===== src/rtl/playback_sequencer.sv =====
// Phrase playback sequencer: fetches NUM_CH entries per line from a synchronous
// phrase RAM into a shadow buffer and presents them atomically on each tempo tick.
module playback_sequencer #(
  parameter int unsigned NUM_CH                = 4,
  parameter int unsigned LINES                 = 16,
  parameter int unsigned ENTRY_W               = 16,
  parameter int unsigned TEMPO_W               = 9,
  parameter int unsigned ACC_WIDTH             = 48,
  parameter int unsigned TEMPO_SCALE           = 46912,
  parameter logic [ENTRY_W-1:0] SILENT_ENTRY   = 'hFF00,
  localparam int unsigned CH_W                 = (NUM_CH > 1) ? $clog2(NUM_CH) : 1,
  localparam int unsigned LINE_W               = $clog2(LINES)
) (
  input  logic                        clk,
  input  logic                        reset_active_high,
  input  logic [TEMPO_W-1:0]          tempo,
  input  logic                        loop_enable,
  input  logic                        play_enable,
  input  logic                        start,
  input  logic                        stop,
  output logic                        rd_en,
  output logic [LINE_W+CH_W-1:0]      rd_addr,
  input  logic [ENTRY_W-1:0]          rd_data,
  output logic [NUM_CH*ENTRY_W-1:0]   entry_out,
  output logic [LINE_W-1:0]           line_count,
  output logic                        line_strobe,
  output logic                        active,
  output logic                        done
);

  typedef enum logic [1:0] {S_IDLE, S_FETCH0, S_PLAY} state_t;

  state_t                      r_state;
  logic [ACC_WIDTH-1:0]        r_acc;
  logic [ENTRY_W-1:0]          r_shadow [NUM_CH];
  logic [NUM_CH*ENTRY_W-1:0]   r_entry;
  logic [LINE_W-1:0]           r_line_count;
  logic [LINE_W-1:0]           r_fetch_line;
  logic                        r_rd_en;
  logic [CH_W-1:0]             r_rd_ch;
  logic                        r_cap_vld;
  logic [CH_W-1:0]             r_cap_ch;
  logic                        r_launch;
  logic                        r_busy;
  logic                        r_pending;
  logic                        r_commit_req;
  logic                        r_line_strobe;
  logic                        r_active;
  logic                        r_done;

  logic [ACC_WIDTH-1:0]        w_inc;
  logic [ACC_WIDTH:0]          w_sum;
  logic                        w_tick;
  logic                        w_end;
  logic                        w_cap_last;
  logic                        w_commit;

  // Tempo accumulator: a tick is the carry out of acc + tempo*scale.
  assign w_inc      = ACC_WIDTH'(tempo) * ACC_WIDTH'(TEMPO_SCALE);
  assign w_sum      = {1'b0, r_acc} + {1'b0, w_inc};
  assign w_tick     = (r_state == S_PLAY) && play_enable && w_sum[ACC_WIDTH];
  assign w_end      = w_tick && (r_line_count == LINE_W'(LINES - 1)) && !loop_enable;
  assign w_cap_last = r_cap_vld && (r_cap_ch == CH_W'(NUM_CH - 1));
  // A pending or first-line commit request beats a fresh tick; a tick during a fetch waits.
  assign w_commit   = ((r_state == S_FETCH0) && r_commit_req) ||
                      ((r_state == S_PLAY) && !w_end &&
                       (r_commit_req || (w_tick && !r_busy)));

  always_ff @(posedge clk or posedge reset_active_high) begin
    if (reset_active_high) begin
      r_state       <= S_IDLE;
      r_acc         <= '0;
      for (int c = 0; c < NUM_CH; c++) r_shadow[c] <= '0;
      r_entry       <= {NUM_CH{SILENT_ENTRY}};
      r_line_count  <= '0;
      r_fetch_line  <= '0;
      r_rd_en       <= 1'b0;
      r_rd_ch       <= '0;
      r_cap_vld     <= 1'b0;
      r_cap_ch      <= '0;
      r_launch      <= 1'b0;
      r_busy        <= 1'b0;
      r_pending     <= 1'b0;
      r_commit_req  <= 1'b0;
      r_line_strobe <= 1'b0;
      r_active      <= 1'b0;
      r_done        <= 1'b0;
    end else if (stop || w_end) begin
      r_state       <= S_IDLE;
      r_acc         <= '0;
      for (int c = 0; c < NUM_CH; c++) r_shadow[c] <= '0;
      r_entry       <= {NUM_CH{SILENT_ENTRY}};
      r_line_count  <= '0;
      r_fetch_line  <= '0;
      r_rd_en       <= 1'b0;
      r_rd_ch       <= '0;
      r_cap_vld     <= 1'b0;
      r_cap_ch      <= '0;
      r_launch      <= 1'b0;
      r_busy        <= 1'b0;
      r_pending     <= 1'b0;
      r_commit_req  <= 1'b0;
      r_line_strobe <= 1'b0;
      r_active      <= 1'b0;
      r_done        <= !stop;
    end else begin
      r_line_strobe <= 1'b0;
      r_done        <= 1'b0;

      // Fetch engine: issue NUM_CH reads, capture each one cycle later.
      if (r_launch) begin
        r_launch <= 1'b0;
        r_rd_en  <= 1'b1;
        r_rd_ch  <= '0;
      end else if (r_rd_en) begin
        if (r_rd_ch == CH_W'(NUM_CH - 1)) r_rd_en <= 1'b0;
        else                              r_rd_ch <= r_rd_ch + CH_W'(1);
      end
      r_cap_vld <= r_rd_en;
      r_cap_ch  <= r_rd_ch;
      if (r_cap_vld) r_shadow[r_cap_ch] <= rd_data;
      if (w_cap_last) r_busy <= 1'b0;

      if (r_state == S_PLAY && play_enable) r_acc <= w_sum[ACC_WIDTH-1:0];

      case (r_state)
        S_IDLE: begin
          if (start) begin
            r_state      <= S_FETCH0;
            r_active     <= 1'b1;
            r_acc        <= '0;
            r_fetch_line <= '0;
            r_rd_en      <= 1'b1;
            r_rd_ch      <= '0;
            r_busy       <= 1'b1;
          end
        end
        S_FETCH0, S_PLAY: begin
          if (w_commit) begin
            for (int c = 0; c < NUM_CH; c++) r_entry[c*ENTRY_W +: ENTRY_W] <= r_shadow[c];
            r_line_count  <= r_fetch_line;
            r_fetch_line  <= r_fetch_line + LINE_W'(1);
            r_line_strobe <= 1'b1;
            r_busy        <= 1'b1;
            r_launch      <= 1'b1;
            r_commit_req  <= 1'b0;
            r_pending     <= 1'b0;
            r_state       <= S_PLAY;
          end else if (w_cap_last && (r_state == S_FETCH0 || r_pending || w_tick)) begin
            r_commit_req <= 1'b1;
            r_pending    <= 1'b0;
          end else if (w_tick && r_busy) begin
            r_pending <= 1'b1;
          end
        end
        default: r_state <= S_IDLE;
      endcase
    end
  end

  assign rd_en       = r_rd_en;
  assign rd_addr     = {r_fetch_line, r_rd_ch};
  assign entry_out   = r_entry;
  assign line_count  = r_line_count;
  assign line_strobe = r_line_strobe;
  assign active      = r_active;
  assign done        = r_done;

endmodule

===== config.mk =====
export PLATFORM = sky130hd
export DESIGN_NAME = playback_sequencer
export DESIGN_NICKNAME = d
export VERILOG_FILES = /design/src/rtl/playback_sequencer.sv
export SDC_FILE = /design/constraint.sdc
export NUM_CORES = 1
export LEC_CHECK = 0
export ABC_AREA = 1
export BUFFER_PORTS_ARGS = -buffer_cell sky130_fd_sc_hd__buf_2
export CORE_ASPECT_RATIO = 0.8
export CORE_MARGIN = 3
export CORE_UTILIZATION = 30
export DETAILED_ROUTE_END_ITERATION = 10
export GPL_TIMING_DRIVEN = 1
export MAX_ROUTING_LAYER = met4
export PLACE_DENSITY = 0.53
export SLEW_MARGIN = 20
export SYNTH_ARGS = -nofsm -noshare
export SYNTH_HDL_FRONTEND = slang
export SYNTH_SLANG_ARGS = --single-unit

===== constraint.sdc =====
create_clock -name clk -period 6.8 [get_ports clk]
set_input_delay 0.34 -clock clk [delete_from_list [all_inputs] [get_ports clk]]
set_output_delay 0.34 -clock clk [all_outputs]
set_load 0.005 [all_outputs]

==> metrics.yaml, run 1 <==
floorplan:
  io_pins: 109
  start_util_pct: 30.5
  row_count: 63
  fp.dieArea_mm2: 0.0402
  die-width_um: 223
  fp.dieH_um: 180
  core_mm2: 0.0372
synth:
  yosys_warnings: 0
  synth_top_family_by_area: "simple AND/OR/NAND/NOR gates"
  synth_cell_types: 53
  yosys.area.top_type: "dfrtp_1"
  muxShareOfSynthArea_pct: 1.41
  synth_seq_area_share_pct: 42.7
  synth_compound_area_share_pct: 13.5
  ys_ff_latch: 192
  synth_fa_ha_area_share_pct: 13.3
  synth-simple-area-share_pct: 18.2
  synth-edff-count: 0
  syn_avg_cell_area_um2: 8.76
  synth_area_leaders: "dfrtp_1 35%, nand2_1 8.1%, dfstp_2 7.4%"
  synthesis.nets: 1426
  netlist_area_mm2: 0.0113
  async_flop_share_pct: 100
  postSynthCellCount: 1295
  synth_ff_type: "dfrtp_1"
  yosysTopAreaCellShare_pct: 35.3
  synth_xor_area_share_pct: 2.08
setup_path:
  r2r-start: "r_state[0]"
  r2r_slack_ns: 3.22
  crit_required_ns: 7.17
  cp_max_fo: 35
  critPathArrivalTime_ns: 6.49
  critPathTopFamily: "adder cells"
  end_kind: "flip-flop"
  worstPathBufferInverterCount: 7
  path_class: "in2reg"
  r2r-end: "entry_out[34]"
  cp-start-kind: "input port"
  critPathSlowestCell: "fa_1"
  critPathMaxStageDelay_ns: 0.54
  r2r_cells: 15
timing:
  finalHoldViolations: 0
  slew_violations: 0
  fin_crit_sh_pct: 90.0
  setup_viol: 0
  layout_setup_ws_ns: 0.683
  slew_headroom_pct: 36.1
  worst_pin_slew_ns: 0.956
  fin_crit_ns: 6.12
  rsz0062_at_grt: "false"
  skew_ns: 0.0147
  clock.fmax_ghz: 0.163
  setup_tns_ns: 0
place:
  io_buffers: 108
  place_congestion: 0.824
  dp_hpwl_um: 19300
  detailedPlace.worstSlack_ns: 0.231
clock_tree:
  cts_tree: "done"
  cts_made_buffers: 17
  insertion_delay_ns: 0.45
  post_cts_resized: 0
  clock_path_buffers: 2
  cts-root-buf: "clkbuf_16"
  clk_pin_slew_ns: 0.07
  cts_setup_buffers: 0
  cts_hold_buf: 0
  cts_max_level: 4
  cts.sinks: 192
drt:
  routed_wirelength_um: 26900
  wl_per_cell_um: 14.2
  num_vias: 8663
  drtIter0Drc: 488
  ant_nets: 0
  post_drt_via_cell_ratio: 4.58
  route.detailed.drc: 0
  dr.pass1.iters: 5
power:
  powerDensity_mw_per_mm2: 309
  power.total_mw: 4.00
  p_leak_nw: 6.33
  peakVddDrop_uv: 174
final_layout:
  drive_above_1_share_pct: 17.8
  nNetsFinal: 1522
  num_antenna_cells: 0
  nFillCells: 3920
  area_growth_pct: 14.0
global_route:
  grt_usage_pct: 14.5
  grt_max_degree: 127
  grt_pass1_vias: 8588
  antenna_found_initial: 0
  grt_pass1_wl_um: 46100
  grt_overflow: 0
outcome:
  outcome: "completed"
flow_run:
  maxCapViolCount: 0
worst_hold_path:
  min_path_type: "in2async"
-- flip-flops by register name, summed over array words and instances, names as in the netlist --
| signal | flops |
|---|---|
| done | 1 |
| r_pending | 1 |
| r_cap_vld | 1 |
| r_busy | 1 |
| rd_en | 1 |
| r_rd_ch | 2 |
| r_cap_ch | 2 |
| active | 1 |
| r_commit_req | 1 |
| r_state | 2 |
| r_acc | 42 |
| entry_out | 64 |
| r_fetch_line | 4 |
| line_strobe | 1 |
| line_count | 4 |
| r_shadow | 64 |
-- stage by stage --
stage | util, % | std cells | hold WS, ns | instance area, µm²
after floorplan | - | 1295 | 0.406 | 11300
after global placement | 33.2 | 1859 | 0.465 | 12400
after detailed placement | 33.2 | 1859 | 0.469 | 12400
after CTS | 34.8 | 1891 | 0.0835 | 12900
after global routing | 34.8 | 1891 | 0.100 | 12900
final | 34.8 | 1891 | 0.0671 | 12900
-- kinds of logic after synthesis --
family                     Yosys count
AOI/OAI and AO/OA                  244
xor gates and xnor gates            27
adders and majority gates          100
buffers and inverters              228
DFF                                192
muxes                               16
and+or+nand+nor                    488
-- routing by layer --
layer	part of all wire [%]	global-route usage, %	routed length, µm	vias to the layer above
met3	2.6	2.48	701	17
met1	53	21.1	14200	4157
met2	44	21.4	11700	103
li1	-	-	-	4386
met4	0.89	2.92	240	0
met5	0	-	0	-
-- synth_stat cells (all sizes together) (2+ instances only) --
| library cell | n |
|---|---|
| fa | 34 |
| buf | 25 |
| mux2i | 16 |
| nand3b | 2 |
| a211oi | 36 |
| nor2 | 158 |
| o21ai | 106 |
| a311oi | 4 |
| a31oi | 2 |
| nand4 | 12 |
| dfrtp | 160 |
| nor3b | 2 |
| o31ai | 2 |
| inv | 186 |
| clkbuf | 16 |
| o21bai | 5 |
| xor2 | 18 |
| nand2 | 254 |
| a21o | 5 |
| a21oi | 80 |
| dfstp | 32 |
| nor4 | 4 |
| xnor2 | 9 |
| ha | 66 |
| or2 | 3 |
| nand3 | 35 |
| nor3 | 17 |
-- power breakdown --
part / total [mW] / switching, mW / internal [mW] / leakage [nW]
combinational: 1.64 / 1.03 / 0.607 / 3.50
sequential: 1.37 / 0.0682 / 1.30 / 2.56
clock: 0.993 / 0.489 / 0.504 / 0.277
total: 4.00 / 1.59 / 2.41 / 6.33
-- worst reg2reg max path, cell delays in order, from the launching register on --
cell and delay, ns:
dfrtp_1 0.42, inv_1 0.10, ha_1 0.18, nand2_1 0.35, inv_2 0.66, nand2_1 0.21, nor4_2 0.43, nand3_2 0.17
nand2_1 0.11, nand2_2 0.10, nand2_4 0.10, nand2_4 0.07, nand2_8 0.25, buf_12 0.23, nand2_1 0.07, o21ai_1 0.08
-- worst max path at each step --
stage	cells past startpoint	slack, ns	from	to
floorplan	32	1.22	tempo[6]	entry_out[17]
global placement	34	0.33	tempo[3]	entry_out[41]
detailed placement	34	0.23	tempo[3]	entry_out[34]
CTS	34	0.70	tempo[3]	entry_out[34]
global route	34	0.11	tempo[3]	entry_out[34]
finish	34	0.68	tempo[3]	entry_out[34]
-- placed cells by master (no fill, tap or decap), drive strengths merged, types with 3 or more instances in the layout --
| master | count |
|---|---|
| clkinv | 5 |
| nor4 | 4 |
| xor2 | 18 |
| o21ai | 106 |
| nand2 | 254 |
| a311oi | 4 |
| a21o | 5 |
| clkbuf | 19 |
| or2 | 3 |
| mux2i | 16 |
| dfstp | 32 |
| nor3 | 17 |
| ha | 66 |
| o21bai | 5 |
| inv | 193 |
| nor2 | 158 |
| nand4 | 12 |
| nand3 | 35 |
| fa | 34 |
| xnor2 | 9 |
| dfrtp | 160 |
| a211oi | 36 |
| a21oi | 80 |
| buf | 118 |
-- layout make-up --
cell class	instances	area [µm²]	share of cell area (%)
clock buffer	19	454	3.51
clock inverter	13	118	0.909
inverter	187	712	5.50
multi-input combinational	875	5510	42.6
sequential	192	4840	37.5
tap	487	609	4.71
timing repair buffer	118	691	5.34
Note: power is estimated with default switching activity, not from simulation.
==> run 2: changes to the inputs <==
--- a/config.mk
+++ b/config.mk
@@ -5,15 +5,14 @@
 export SDC_FILE = /design/constraint.sdc
 export NUM_CORES = 1
 export LEC_CHECK = 0
-export ABC_AREA = 1
-export BUFFER_PORTS_ARGS = -buffer_cell sky130_fd_sc_hd__buf_2
 export CORE_ASPECT_RATIO = 0.8
 export CORE_MARGIN = 3
 export CORE_UTILIZATION = 30
 export DETAILED_ROUTE_END_ITERATION = 10
+export DONT_BUFFER_PORTS = 1
 export GPL_TIMING_DRIVEN = 1
 export MAX_ROUTING_LAYER = met4
-export PLACE_DENSITY = 0.53
+export PLACE_DENSITY = 0.51
 export SLEW_MARGIN = 20
 export SYNTH_ARGS = -nofsm -noshare
 export SYNTH_HDL_FRONTEND = slang
==> constraint.sdc (replaced) <==
create_clock -name clk -period 6.8 [get_ports clk]
set_input_delay 0 -clock clk [delete_from_list [all_inputs] [get_ports clk]]
set_output_delay 0 -clock clk [all_outputs]
set_load 0.005 [all_outputs]
==> run 2 against run 1 <==
  * Via count decreased by 10%
  * Flip-flop and latch count unchanged
  * Sequential share of layout area is 1.7 points higher
  * Register-to-register slack worse by 0.07 ns
  * Fmax decreased by 0.83%
  * Critical path type unchanged
  * Largest cell class unchanged
==> metrics.yaml, run 2 <==
setup_path:
  end_kind: "flip-flop"  # unchanged
  crit_required_ns: 7.10  # was 7.17 ns
  critPathArrivalTime_ns: 6.47  # was 6.49 ns
  cp-start-kind: "input port"  # unchanged
  cpMostUsedCell: "inv_1"
  cp_max_fo: 28  # was 35
  worstPathBufferInverterCount: 5  # was 7
  path_class: "in2reg"  # unchanged
  critPathMaxStageDelay_ns: 0.77  # was 0.54 ns
  critPathSlowestCell: "o311ai_4"  # was fa_1
  critPathTopFamily: "adder cells"  # unchanged
clock_tree:
  cts_tree: "done"  # unchanged
  cts_max_level: 4  # unchanged
  post_cts_resized: 0  # unchanged
  cts_setup_buffers: 0  # unchanged
  insertion_delay_ns: 0.44  # was 0.45 ns
  cts-root-buf: "clkbuf_16"  # unchanged
  clk_pin_slew_ns: 0.07  # about the same
  cts_made_buffers: 17  # unchanged
  cts_hold_buf: 22  # was 0
  clock_path_buffers: 2  # unchanged
  cts.sinks: 192  # unchanged
drt:
  ant_nets: 0  # unchanged
  post_drt_via_cell_ratio: 4.77  # was 4.58
  drtIter0Drc: 471  # was 488
  num_vias: 7787  # was 8663
  route.detailed.drc: 0  # unchanged
  dr.pass1.iters: 5  # unchanged
  wl_per_cell_um: 16.8  # was 14.2 µm
  routed_wirelength_um: 27400  # was 26900 µm
floorplan:
  die-width_um: 220  # was 223 µm
  io_pins: 109  # unchanged
  start_util_pct: 30.6  # was 30.5%
  core_mm2: 0.0360  # was 0.0372 mm²
  fp.dieArea_mm2: 0.0390  # was 0.0402 mm²
  fp.dieH_um: 177  # was 180 µm
  row_count: 62  # was 63
synth:
  netlist_area_mm2: 0.0110  # was 0.0113 mm²
  syn_avg_cell_area_um2: 9.73  # was 8.76 µm²
  yosys.area.top_type: "dfrtp_1"  # unchanged
  synthesis.nets: 1262  # was 1426
  yosysMostFrequentCell: "nand2_1"  # unchanged
  synth_cell_types: 69  # was 53
  yosysTopAreaCellShare_pct: 36.4  # was 35.3%
  synth_ff_type: "dfrtp_1"  # unchanged
  ys_ff_latch: 192  # unchanged
  yosys_warnings: 0  # unchanged
  synth-edff-count: 0  # unchanged
  postSynthCellCount: 1131  # was 1295
  synth_seq_area_share_pct: 44.0  # was 42.7%
  synth_commonest_cells: "207 x nand2_1, 160 x dfrtp_1, 114 x a21oi_1, 103 x nor2_1, 86 x inv_1"  # was 246 x nand2_1, 181 x inv_1, 160 x dfrtp_1, 157 x nor2_1, 79 x a21oi_1
  synth_area_leaders: "dfrtp_1 36%, dfstp_2 7.6%, ha_1 7.5%"  # was dfrtp_1 35%, nand2_1 8.1%, dfstp_2 7.4%
  async_flop_share_pct: 100  # unchanged
outcome:
  outcome: "completed"  # unchanged
global_route:
  grt_pass1_vias: 7709  # was 8588
  grt_usage_pct: 14.8  # was 14.5%
  grt_pass1_wl_um: 44400  # was 46100 µm
  grt_max_degree: 122  # was 127
  grt_overflow: 0  # unchanged
  antenna_found_initial: 3  # was 0
place:
  io_buffers: 0  # was 108
  place_congestion: 0.852  # was 0.824
  dp_hpwl_um: 19100  # was 19300 µm
  detailedPlace.worstSlack_ns: 0.220  # was 0.231 ns
power:
  peakVddDrop_uv: 160  # was 174 µV
  powerDensity_mw_per_mm2: 279  # was 309 mW/mm²
  p_leak_nw: 5.96  # was 6.33 nW
final_layout:
  final_common_cell: "nand2_1"  # unchanged
  drive_above_1_share_pct: 9.48  # was 17.8%
  final_cell_mix: "207 x nand2_1, 160 x dfrtp_1, 114 x a21oi_1"  # was 246 x nand2_1, 180 x inv_1, 160 x dfrtp_1
  final_util_pct: 34.4  # was 34.8%
  area_growth_pct: 12.4  # was 14.0%
  nFillCells: 3730  # was 3920
  nNetsFinal: 1268  # was 1522
timing:
  slew_headroom_pct: 36.7  # was 36.1%
  finalHoldViolations: 0  # unchanged
  setup_viol: 0  # unchanged
  setup_tns_ns: 0  # unchanged
  fin_crit_sh_pct: 90.7  # was 90.0%
  slew_violations: 0  # unchanged
  rsz0062_at_grt: "false"  # unchanged
  clock.fmax_ghz: 0.162  # was 0.163 GHz
  fin_crit_ns: 6.17  # was 6.12 ns
  layout_setup_ws_ns: 0.631  # was 0.683 ns
  skew_ns: 0.0229  # was 0.0147 ns
  worst_pin_slew_ns: 0.950  # was 0.956 ns
worst_hold_path:
  min_path_type: "in2reg"  # was in2async
flow_run:
  maxCapViolCount: 0  # unchanged
-- run 2: cell types whose count changed after synthesis, sizes merged, moves of 6 or more --
cell,change
nand2b,+6
a211oi,-29
nand3,-19
clkbuf,+11
inv,-100
and3,+6
mux2i,+53
xnor2,+13
a21oi,+39
or3,+9
o21ai,-85
nor2,-55
nand2,-46
-- run 2: final timing paths --
check	start	endpoint	slack, ns	cells after the start
max	tempo[0]	line_count[1]	0.63	27
min	start	r_acc[33]	0.04	4
max reg2reg	r_state[0]	line_count[1]	3.15	11
min reg2reg	r_shadow[10]	entry_out[58]	0.50	2
max in group asynchronous	reset_active_high	r_acc[31]	5.14	3
min in group asynchronous	reset_active_high	r_state[1]	0.23	2
-- run 2: worst reg2reg max path: stages (launching register included) --
cell and delay [ns]:
dfrtp_1 0.42, inv_1 0.09, ha_1 0.27, and2_2 0.50, nand3_1 0.21, or2_1 0.31, nor3_2 0.22, a21oi_2 0.11
o311ai_4 0.77, buf_12 0.33, mux2i_1 0.24, nor2_1 0.06
-- run 2: cell families (layout without fill, tap and decap cells) --
group | after synthesis | after routing | share of synthesized area (%)
and+or+nand+nor | 396 | 396 | 16.0
AOI/OAI and AO/OA | 196 | 196 | 10.9
DFF | 192 | 192 | 44.0
buffers and inverters | 134 | 153 | 5.53
adders and majority gates | 100 | 100 | 13.7
muxes | 69 | 69 | 6.28
xor gates and xnor gates | 44 | 44 | 3.50
other | 0 | 3 | 0
-- run 2: power breakdown --
part           leakage, nW  internal (mW)  switching [mW]
Combinational         3.10          0.498           0.727
Clock                0.302          0.564           0.500
Sequential            2.56           1.15         0.00979
Total                 5.96           2.21            1.24
-- run 2: layout make-up --
type	count	area, µm²	area share [%]
multi-input combinational	805	5580	45.1
sequential	192	4840	39.2
tap	480	601	4.86
clock buffer	17	425	3.44
timing repair buffer	35	380	3.08
inverter	86	330	2.67
clock inverter	15	199	1.61
antenna	3	7.51	0.0607
-- run 2: metrics by stage --
stage               total power [mW]  instance area, µm²  hold slack, ns  cells
floorplan                       2.13               11000          0.0735   1131
global placement                2.38               11500          0.0969   1576
detailed placement              2.38               11500          0.0926   1576
CTS                             3.48               12400          0.0251   1630
global route                    3.70               12400          0.0425   1633
finish                          3.45               12400          0.0402   1633
-- run 2: layer usage --
| metal | global-route usage, % | vias up | share of wire (%) |
|---|---|---|---|
| met2 | 20.9 | 137 | 43 |
| met4 | 3.11 | 0 | 1.1 |
| li1 | - | 3787 | - |
| met5 | - | - | 0 |
| met3 | 4.75 | 14 | 6.9 |
| met1 | 20.8 | 3849 | 49 |
==> run 3: changes to the inputs <==
--- a/config.mk
+++ b/config.mk
@@ -7,12 +7,12 @@
 export LEC_CHECK = 0
 export CORE_ASPECT_RATIO = 0.8
 export CORE_MARGIN = 3
-export CORE_UTILIZATION = 30
+export CORE_UTILIZATION = 60
 export DETAILED_ROUTE_END_ITERATION = 10
 export DONT_BUFFER_PORTS = 1
 export GPL_TIMING_DRIVEN = 1
 export MAX_ROUTING_LAYER = met4
-export PLACE_DENSITY = 0.51
+export PLACE_DENSITY = 0.83
 export SLEW_MARGIN = 20
 export SYNTH_ARGS = -nofsm -noshare
 export SYNTH_HDL_FRONTEND = slang
==> run 3 against run 2 <==
  * Cell count shrank 16%
  * Worst setup slack better by 0.020 ns
  * Critical path depth is 2 higher
  * Largest cell class unchanged
  * Highest routed layer unchanged
  * First-iteration DRC count is 55% higher
  * Wire length fell by 9.3%
  * Non-clock buffer count down 6
  * Die area is 49% lower
  * Sequential share of layout area is 1.3 points higher
  * Critical path type unchanged
==> metrics.yaml, run 3 (synthesized netlist as in run 2, its figures left out) <==
place:
  io_buffers: 0  # unchanged
  dp_hpwl_um: 16700  # was 19100 µm
  place_congestion: 0.886  # was 0.852
  detailedPlace.worstSlack_ns: 0.373  # was 0.220 ns
timing:
  skew_ns: 0.0178  # was 0.0229 ns
  setup_tns_ns: 0  # unchanged
  finalHoldViolations: 0  # unchanged
  slew_headroom_pct: 25.2  # was 36.7%
  layout_setup_ws_ns: 0.651  # was 0.631 ns
  rsz0062_at_grt: "false"  # unchanged
  worst_pin_slew_ns: 1.12  # was 0.950 ns
  clock.fmax_ghz: 0.163  # was 0.162 GHz
  fin_crit_sh_pct: 90.4  # was 90.7%
  whs_ns: 0.0574  # was 0.0402 ns
  fin_crit_ns: 6.15  # was 6.17 ns
  slew_violations: 0  # unchanged
  setup_viol: 0  # unchanged
global_route:
  gr-usage-met3_pct: 7.38  # was 4.75%
  grt_pass1_vias: 8030  # was 7709
  grt_usage_pct: 26.6  # was 14.8%
  grtUsageMet2_pct: 38.2  # was 20.9%
  grt_pass1_wl_um: 41400  # was 44400 µm
  grt_busiest_layer: "met2"  # unchanged
  grt_overflow: 0  # unchanged
  grt_max_degree: 115  # was 122
  met1_usage_pct: 37.4  # was 20.8%
  antenna_found_initial: 1  # was 3
final_layout:
  nFillCells: 1299  # was 3730
  final_common_cell: "nand2_1"  # unchanged
  drive_above_1_share_pct: 9.09  # was 9.48%
  area_growth_pct: 8.70  # was 12.4%
  nNetsFinal: 1262  # was 1268
  final_cell_mix: "207 x nand2_1, 160 x dfrtp_1, 114 x a21oi_1"  # unchanged
  final_util_pct: 67.8  # was 34.4%
drt:
  routed_wirelength_um: 24900  # was 27400 µm
  wl_per_cell_um: 18.2  # was 16.8 µm
  drtIter0Drc: 731  # was 471
  ant_nets: 0  # unchanged
  route.detailed.drc: 0  # unchanged
  num_vias: 8145  # was 7787
  dr.pass1.iters: 5  # unchanged
  post_drt_via_cell_ratio: 5.95  # was 4.77
floorplan:
  start_util_pct: 62.3  # was 30.6%
  io_pins: 109  # unchanged
  die-width_um: 157  # was 220 µm
  fp.dieArea_mm2: 0.0200  # was 0.0390 mm²
  row_count: 43  # was 62
  core_mm2: 0.0176  # was 0.0360 mm²
  fp.dieH_um: 127  # was 177 µm
clock_tree:
  cts_tree: "done"  # unchanged
  cts_made_buffers: 17  # unchanged
  post_cts_resized: 0  # unchanged
  insertion_delay_ns: 0.44  # about the same
  clock_path_buffers: 2  # unchanged
  clk_pin_slew_ns: 0.08  # was 0.07 ns
  cts-root-buf: "clkbuf_16"  # unchanged
  cts_setup_buffers: 0  # unchanged
  cts_max_level: 4  # unchanged
  cts.sinks: 192  # unchanged
setup_path:
  critPathMaxStageDelay_ns: 0.53  # was 0.77 ns
  critPathSlowestCell: "fa_1"  # was o311ai_4
  cpMostUsedCell: "inv_1"  # unchanged
  crit_required_ns: 7.12  # was 7.10 ns
  end_kind: "flip-flop"  # unchanged
  cp-start-kind: "input port"  # unchanged
  cp_max_fo: 23  # was 28
  path_class: "in2reg"  # unchanged
  critPathArrivalTime_ns: 6.47  # about the same
power:
  p_leak_nw: 5.92  # was 5.96 nW
  powerDensity_mw_per_mm2: 285  # was 279 mW/mm²
  peakVddDrop_uv: 220  # was 160 µV
flow_run:
  maxCapViolCount: 0  # unchanged
worst_hold_path:
  min_path_type: "in2reg"  # unchanged
outcome:
  outcome: "completed"  # unchanged
run 3: cell types whose count changed in the layout (fill, tap and decap cells not counted), moves of 2 or more:
cell,previous run,this run
nor2_2,0,2
diode_2,3,1
buf_4,8,5
clkinv_8,3,6
buf_12,5,2
inv_6,3,1
run 3: per-layer routing:
metal	routed length, µm	part of all wire, %
met1	11000	44
met2	11400	46
met3	1900	7.6
met4	557	2.2
met5	0	0
run 3: worst paths after layout:
kind	startpoint	endpoint	cells after the start	slack [ns]
worst max-delay path	tempo[0]	entry_out[19]	29	0.65
max in group asynchronous	reset_active_high	r_acc[29]	3	5.06
worst min register to register	r_shadow[63]	entry_out[15]	2	0.50
worst min-delay path	start	r_acc[30]	4	0.06
min in group asynchronous	reset_active_high	line_count[1]	2	0.22
worst max register to register	r_acc[6]	entry_out[19]	12	3.21
run 3: layout make-up:
type / instances / area (µm²) / area share (%)
flip-flops and latches: 192 / 4840 / 40.5
inverters: 86 / 330 / 2.76
clock buffers: 17 / 425 / 3.56
multi-input cells: 805 / 5570 / 46.6
repair buffers: 29 / 298 / 2.49
diodes: 1 / 2.50 / 0.0209
clock inverters: 15 / 208 / 1.74
well taps: 225 / 282 / 2.35
run 3: metrics by stage:
step | total power, mW | area (µm²) | instances
global placement | 2.31 | 11100 | 1315
finish | 3.41 | 12000 | 1370
CTS | 3.41 | 12000 | 1369
detailed placement | 2.34 | 11100 | 1315
global route | 3.63 | 12000 | 1370
floorplan | 2.13 | 11000 | 1131
run 3: critical path, delay by kind of cell:
family          cells  cell delay (ns)
simple gates        5             0.40
fa+ha+maj           6             2.41
compound gates     11             2.42
buf+inv             5             0.71
xor+xnor            1             0.15
mux                 1             0.33
run 3: timing repair:
action,4_1_cts,5_1_grt
hold endpoints to repair,223,0
hold buffers,22,0
endpoints found under the setup margin,0,0
run 3: report_power, final:
part,leakage (nW),total (mW),internal [mW],switching (mW)
combinational,3.05,1.21,0.491,0.715
clock,0.306,1.05,0.537,0.509
sequential,2.56,1.16,1.15,0.00859
total,5.92,3.41,2.18,1.23
